<file path="src/rtl/lamp_switch_ctrl.sv">
// Three-way staircase lamp controller: synchronizes and debounces S1..S3 and toggles F on every odd-parity change.
// Define LAMP_AUTO_OFF_EN to build the auto-off hold timer and the timeout pulse.
module lamp_switch_ctrl #(
   parameter int DEB_CYCLES  = 4,
   parameter int HOLD_CYCLES = 20
) (
   input  logic       clk,
   input  logic       rst,
   input  logic       S1,
   input  logic       S2,
   input  logic       S3,
   output logic       F,
   output logic [2:0] sw_db,
   output logic       toggle,
   output logic       timeout
);

   typedef enum logic {
      OFF = 1'b0,
      ON  = 1'b1
   } lamp_state_t;

   localparam logic [7:0] DEB_LAST = 8'(DEB_CYCLES - 1);

   logic [2:0]      sw_meta;
   logic [2:0]      sw_sync;
   logic [2:0]      sw_prev;
   logic [2:0][7:0] cnt;
   lamp_state_t     state;
   lamp_state_t     state_nxt;
   logic            chg;
   logic            expire;

   always_ff @(posedge clk) begin
      if (rst) begin
         sw_meta <= '0;
         sw_sync <= '0;
      end else begin
         sw_meta <= {S3, S2, S1};
         sw_sync <= sw_meta;
      end
   end

   // A level is accepted only after DEB_CYCLES consecutive differing edges; any bounce back restarts the count.
   always_ff @(posedge clk) begin
      if (rst) begin
         sw_db <= '0;
         cnt   <= '0;
      end else begin
         for (int i = 0; i < 3; i++) begin
            if (sw_sync[i] == sw_db[i]) begin
               cnt[i] <= '0;
            end else if (cnt[i] == DEB_LAST) begin
               sw_db[i] <= sw_sync[i];
               cnt[i]   <= '0;
            end else begin
               cnt[i] <= cnt[i] + 8'd1;
            end
         end
      end
   end

   always_ff @(posedge clk) begin
      if (rst) begin
         sw_prev <= '0;
      end else begin
         sw_prev <= sw_db;
      end
   end

   assign chg = ^(sw_db ^ sw_prev);

`ifdef LAMP_AUTO_OFF_EN
   localparam logic [15:0] HOLD_LAST = 16'(HOLD_CYCLES - 1);

   logic [15:0] hold_cnt;

   // A switch change wins over a simultaneous expiry, so toggle and timeout never coincide.
   assign expire = (state == ON) && !chg && (hold_cnt == HOLD_LAST);

   always_ff @(posedge clk) begin
      if (rst) begin
         hold_cnt <= '0;
         timeout  <= 1'b0;
      end else begin
         timeout <= expire;
         if (state != ON || chg) begin
            hold_cnt <= '0;
         end else begin
            hold_cnt <= hold_cnt + 16'd1;
         end
      end
   end
`else
   assign expire  = 1'b0;
   assign timeout = 1'b0;
`endif

   always_ff @(posedge clk) begin
      if (rst) begin
         state  <= OFF;
         toggle <= 1'b0;
      end else begin
         state  <= state_nxt;
         toggle <= chg;
      end
   end

   always_comb begin
      state_nxt = state;
      case (state)
         OFF:     if (chg) state_nxt = ON;
         ON:      if (chg || expire) state_nxt = OFF;
         default: state_nxt = OFF;
      endcase
   end

   assign F = (state == ON);

   // Parameter ranges are checked in simulation only.
   always_ff @(posedge clk) begin
      param_legal: assert (DEB_CYCLES >= 1 && DEB_CYCLES <= 255 &&
                           HOLD_CYCLES >= 1 && HOLD_CYCLES <= 65535);
   end

endmodule
</file>
<file path="config.mk">
export PLATFORM = sky130hd
export DESIGN_NAME = lamp_switch_ctrl
export DESIGN_NICKNAME = d
export VERILOG_FILES = /design/src/rtl/lamp_switch_ctrl.sv
export SDC_FILE = /design/constraint.sdc
export NUM_CORES = 1
export LEC_CHECK = 0
export BUFFER_PORTS_ARGS = -buffer_cell sky130_fd_sc_hd__clkbuf_2
export CAP_MARGIN = 20
export CORE_ASPECT_RATIO = 0.6
export CORE_MARGIN = 2
export CORE_UTILIZATION = 45
export CTS_CLUSTER_SIZE = 12
export DETAILED_ROUTE_END_ITERATION = 10
export GPL_ROUTABILITY_DRIVEN = 0
export PLACE_DENSITY_LB_ADDON = 0.12
export SYNTH_ARGS = -nofsm -noshare
export SYNTH_HDL_FRONTEND = slang
export SYNTH_SLANG_ARGS = --single-unit
</file>
<file path="constraint.sdc">
create_clock -name clk -period 1.35 [get_ports clk]
set_clock_uncertainty 0.1 [all_clocks]
set_input_delay 0.135 -clock clk [delete_from_list [all_inputs] [get_ports clk]]
set_output_delay 0.135 -clock clk [all_outputs]
set_load 0.02 [all_outputs]
</file>
# Yosys cells after proc, flatten, opt, wreduce, memory -nomap -nowiden
# Index checks and enable logic that the tools add are counted.
[op_classes]
n_reduce_logical = 7
n_mux = 3
eq_ne = 6
n_addsub = 3
bitwise_logic = 5
[ops]
columns = ["op", "n"]
rows = [
  ["8-bit by 1-bit adder with 8-bit output, second input constant", 3],
  ["8-bit by 2-bit == test with 1-bit output, second input constant", 3],
  ["3-bit OR reduction", 3],
  ["2-bit AND reduction", 3],
  ["1-bit inverter", 4],
  ["1-bit == test", 3],
  ["3-bit parity", 1],
  ["3-bit bitwise XOR", 1],
  ["1-bit 2-to-1 mux", 2],
  ["1-bit one-hot mux with 2 select lines", 1],
]
[word_totals]
reg_bits = 38
in_bits = 5
output_inout_bits = 6

# Depth between registers and ports, before layout
[depth]
ltp_word = 4
ltp_mapped = 5
mapped_depth_nobuf = 5

# Worst setup path after synthesis
# OpenSTA, ideal clock, no wires.
[synth_timing]
path_kind = "reg2reg"
start = "register sw_db[2]"
end = "register state, in the netlist F"
setup_time_ns = 0.128
n_path_buf = 0
arrival_time_ns = 1.251
period_less_slack_ns = 1.479
slack_ns = -0.129
stages_incl_launch_ff = 5
cell_sequence = "dfxtp_1 > xor2_1 > xnor3_1 > xor2_1 > nor2_1"
[synth_via]
elab_chain_len = 4
word_cells_on_any_way = 5
classes_between = "mux (3); bitwise (1); reduce/logical (1)"
[synth_rtl]
columns = ["element", "line", "rtl"]
rows = [
  ["start: declaration", "13", "output logic [2:0] sw_db,"],
  ["start signal: indexed assignment", "54", "sw_db[i] <= sw_sync[i];"],
  ["3-bit bitwise XOR *", "71", "assign chg = ^(sw_db ^ sw_prev);"],
  ["3-bit parity *", "71", ""],
  ["1-bit 2-to-1 mux, on equally long branches", "113, 112", ""],
  ["1-bit one-hot mux with 2 select lines *", "111", "case (state)"],
  ["end signal: assignment", "104", "state <= state_nxt;"],
  ["end: declaration", "29", "lamp_state_t state;"],
]
# Mark *: on every way between the ends. The rest lies on a longest branch, timed or not.
# A chain may end at the register's enable or synchronous reset.

# Worst setup path in the final report
[layout_timing]
start = "register sw_db[0]"
end = "register state, in the netlist F"
# Same word-level chain as after synthesis.

==> results.md <==
* CP max FO at 2
* Place WS at -96.9 ps
* Vias per cell at ~4.7
* I/O Pins at 11
* First-pass GRT wire length at between 4 and 5 mm
* # port buffers at 9
* TritonCTS buffer count at 5
* Mapped Area at approximately 1400 um^2
* Synthesized-area fraction occupied by and/or/nand/nor cells at 25.2%
* Total grt overflow at 0
* Sw Share at 21.0%
* Drt initial violations at 16
* Period utilisation layout at a little over nine tenths
* Clock power share at about two fifths
* Die span in y at between 40 and 50 um
* Worst Setup EP: F$_SDFF_PP0_
* Worst R2R Path Depth at 4
* Syn Inst Count at 150
* Peak supply drop at between 0.7 and 0.8 mV
* Syn avg cell area at approximately 9.6 um^2
* Leakage at 0.723 nW
* Final slew viol count at 0
* CP Class: reg -> reg
* Starting Density at approximately 50%
* Outcome: finished clean
* Worst Path Arrival at between 1000 and 1500 ps
* DRC viols at 0
* FMAX at between 700 and 800 MHz
* Critical Path Source: sw_db[0]$_SDFFE_PP0P_
* Internal power at 1.56 mW
* # H-tree levels at 2
* Fin crit period at between 1000 and 1500 ps
* Antenna-violating nets left at 0
* Critical Path RT at between 1000 and 1500 ps
* CTS tree: built
* Compound-cell area share of the yosys netlist at 0.694%
* Xor and xnor fraction of the mapped netlist area at between 15 and 20%
* Hold Path Stages at 2
* Initial antenna violation count at 0
* CORE AREA at between 2000 and 3000 um^2
* Routed wire length at 2.55 mm
* Worst flop-to-flop path endpoint: F$_SDFF_PP0_
* P per Cell Area at between 1000 and 1500 nW/um^2
* Site Rows at 15
* Combinational fraction of design power at under 10%
* Reg power frac at between 50% and 60%
* Synth Area in Adders at about 2.6%
* CP Launch Type: flip-flop
* Die W at about 77 um
* Global Route Usage Sum at about 15%
* Wire per inst at roughly 11 um
* Cell taking the most area after synthesis: dfxtp_1
* Vias post-DR at 1040
* Vias in the first global route at about 950
* Clock transition at the registers of the reported paths at ~70 ps
* Worst r2r src: sw_db[0]$_SDFFE_PP0P_
* Die area at ~3700 um^2
* Clk sink count at 38
* Synthesis-to-layout area growth at 30.3%
* Layout cell share with drive strength beyond 1 at 31.5%
* Clock root cell: clkbuf_8
* Syn_nets at 158
* Clk buf depth at 2
* Largest net degree at the start of global routing at 14
* Filler instances at 268
* Hold Vio Cnt, Final at 0
* Dpl hpwl at approximately 1.7 mm
* Largest cells by area after synthesis: dfxtp_1 (53%), xnor2_1 (9.1%), nor2_1 (7.6%)
* Hold Path Class: in -> reg
* Diodes inserted at 0
* Number of synthesized register bits at 38
* Max Cap Violations at 0
* Element type at the critical path end: flip-flop
* Yosys cell types at 21
* Unrepaired setup endpoints after global routing: yes
* YS warnings at 0
* Setup Viol. Count Final at 0
* Post-synthesis mux area share at less than 1%
* Sw Pwr at 0.414 mW
* Largest family of logic cells by synthesized area: simple AND/OR/NAND/NOR gates
* Top-area cell type share of the netlist area at around 53%
* R2r setup slk at 50 ps
* DR pass1 iterations at 4
* Sequential share of the synthesized area at around 53%
* Final total power at a little under 2 mW
* Worst-skew pair later-pin latency at 290 ps
* Worst Setup Slack, final at between 40 and 50 ps
* Nets at 188
-- cells in the final DEF, fill, tap and decap left out, types with 2 or more instances in the layout --
master / instances
nor2_1: 29
dfxtp_2: 9
clkbuf_2: 9
ha_4: 2
and3_1: 6
xnor2_1: 15
nor4b_4: 2
dfxtp_4: 2
buf_4: 14
xor2_1: 10
dfxtp_1: 27
nor3_1: 4
dlygate4sd3_1: 3
nand3_1: 8
nand2_1: 7
clkbuf_8: 6
nor2b_1: 8
nand2_2: 4
-- power groups by stage --
stage / Combinational, mW / Clock, mW / Sequential [mW]
after CTS: 0.0465 / 0.816 / 1.13
after detailed placement: 0.0388 / 0 / 1.16
after global routing: 0.0535 / 0.871 / 1.13
after floorplan: 0.0267 / 0 / 1.16
after global placement: 0.0376 / 0 / 1.16
final: 0.0472 / 0.796 / 1.13
-- kinds of logic (layout without fill, tap and decap cells) --
logic type,after synthesis,in the layout
AOI/OAI and AO/OA,2,2
other,1,1
adders and majority gates,3,3
xor gates and xnor gates,26,26
DFF,38,38
and+or+nand+nor,76,76
muxes,1,1
buffers and inverters,3,34
-- flip-flops by register name, indices dropped and copies added, names as in the netlist --
signal and cells:
sw_db 3, sw_prev 3, cnt 24, toggle 1, sw_meta 3, sw_sync 3
F 1
-- critical path, stage by stage, from the launching register on --
cell	delay (ps)
dfxtp_2	330
xnor2_1	130
xnor3_1	440
xor2_1	150
nor2_1	50
-- synthesized netlist by cell type --
cell type and instances:
nor2b_1 8, a21oi_1 2, ha_1 3, nand3_1 9, xnor3_1 1, and3_1 7
nor2b_2 1, buf_4 1, nand2_1 12, nor4b_1 2, conb_1 1, mux2i_1 1
nor3_1 5, clkbuf_1 2, dfxtp_1 38, nand4_1 1, xor2_1 10, nor4_1 1
xnor2_1 15, nor2_1 29, and2_1 1
-- repair_timing --
item / in CTS / in global routing
hold endpoints to repair: 3 / 0
hold buffers: 3 / 0
resized for setup: 6 / 22
buffers inserted: 0 / 0
pin swaps: 4 / 7
setup endpoints to repair: 22 / 26
-- metrics by stage --
step | utilization (%) | setup TNS (ps) | instances | area, um^2 | hold slack (ps)
floorplan | - | 0 | 150 | 1460 | 163
CTS | 60.6 | 0 | 223 | 1800 | 88.0
global route | 63.3 | -73.8 | 223 | 1880 | 117
detailed placement | 55.6 | -1110 | 212 | 1650 | 248
global placement | 55.6 | -229 | 212 | 1650 | 243
finish | 63.3 | 0 | 223 | 1880 | 86.6
-- worst min-delay path by stage --
| stage | to | slack, ps | startpoint |
|---|---|---|---|
| detailed placement | sw_meta[0]$_SDFF_PP0_ | 250 | S1 |
| CTS | sw_db[2]$_SDFFE_PP0P_ | 90 | rst |
| finish | sw_db[2]$_SDFFE_PP0P_ | 90 | rst |
| global route | sw_db[2]$_SDFFE_PP0P_ | 120 | rst |
| global placement | sw_meta[0]$_SDFF_PP0_ | 240 | S1 |
| floorplan | sw_meta[0]$_SDFF_PP0_ | 160 | S1 |
-- metal layers --
layer,up-vias,global-route usage (%),wire length [um]
met5,-,0,0
met1,470,18.4,1310
met3,5,7.36,128
li1,547,-,-
met2,18,23.9,1070
met4,0,8.57,45
-- layout make-up --
class | count | area (um^2) | share of cell area (%)
clock buffers | 7 | 86.3 | 4.60
multi-input cells | 109 | 774 | 41.2
clock inverters | 1 | 5.00 | 0.266
repair buffers | 26 | 180 | 9.59
flip-flops and latches | 38 | 779 | 41.5
well taps | 42 | 52.6 | 2.80
Note: power is estimated with default switching activity, not from simulation.
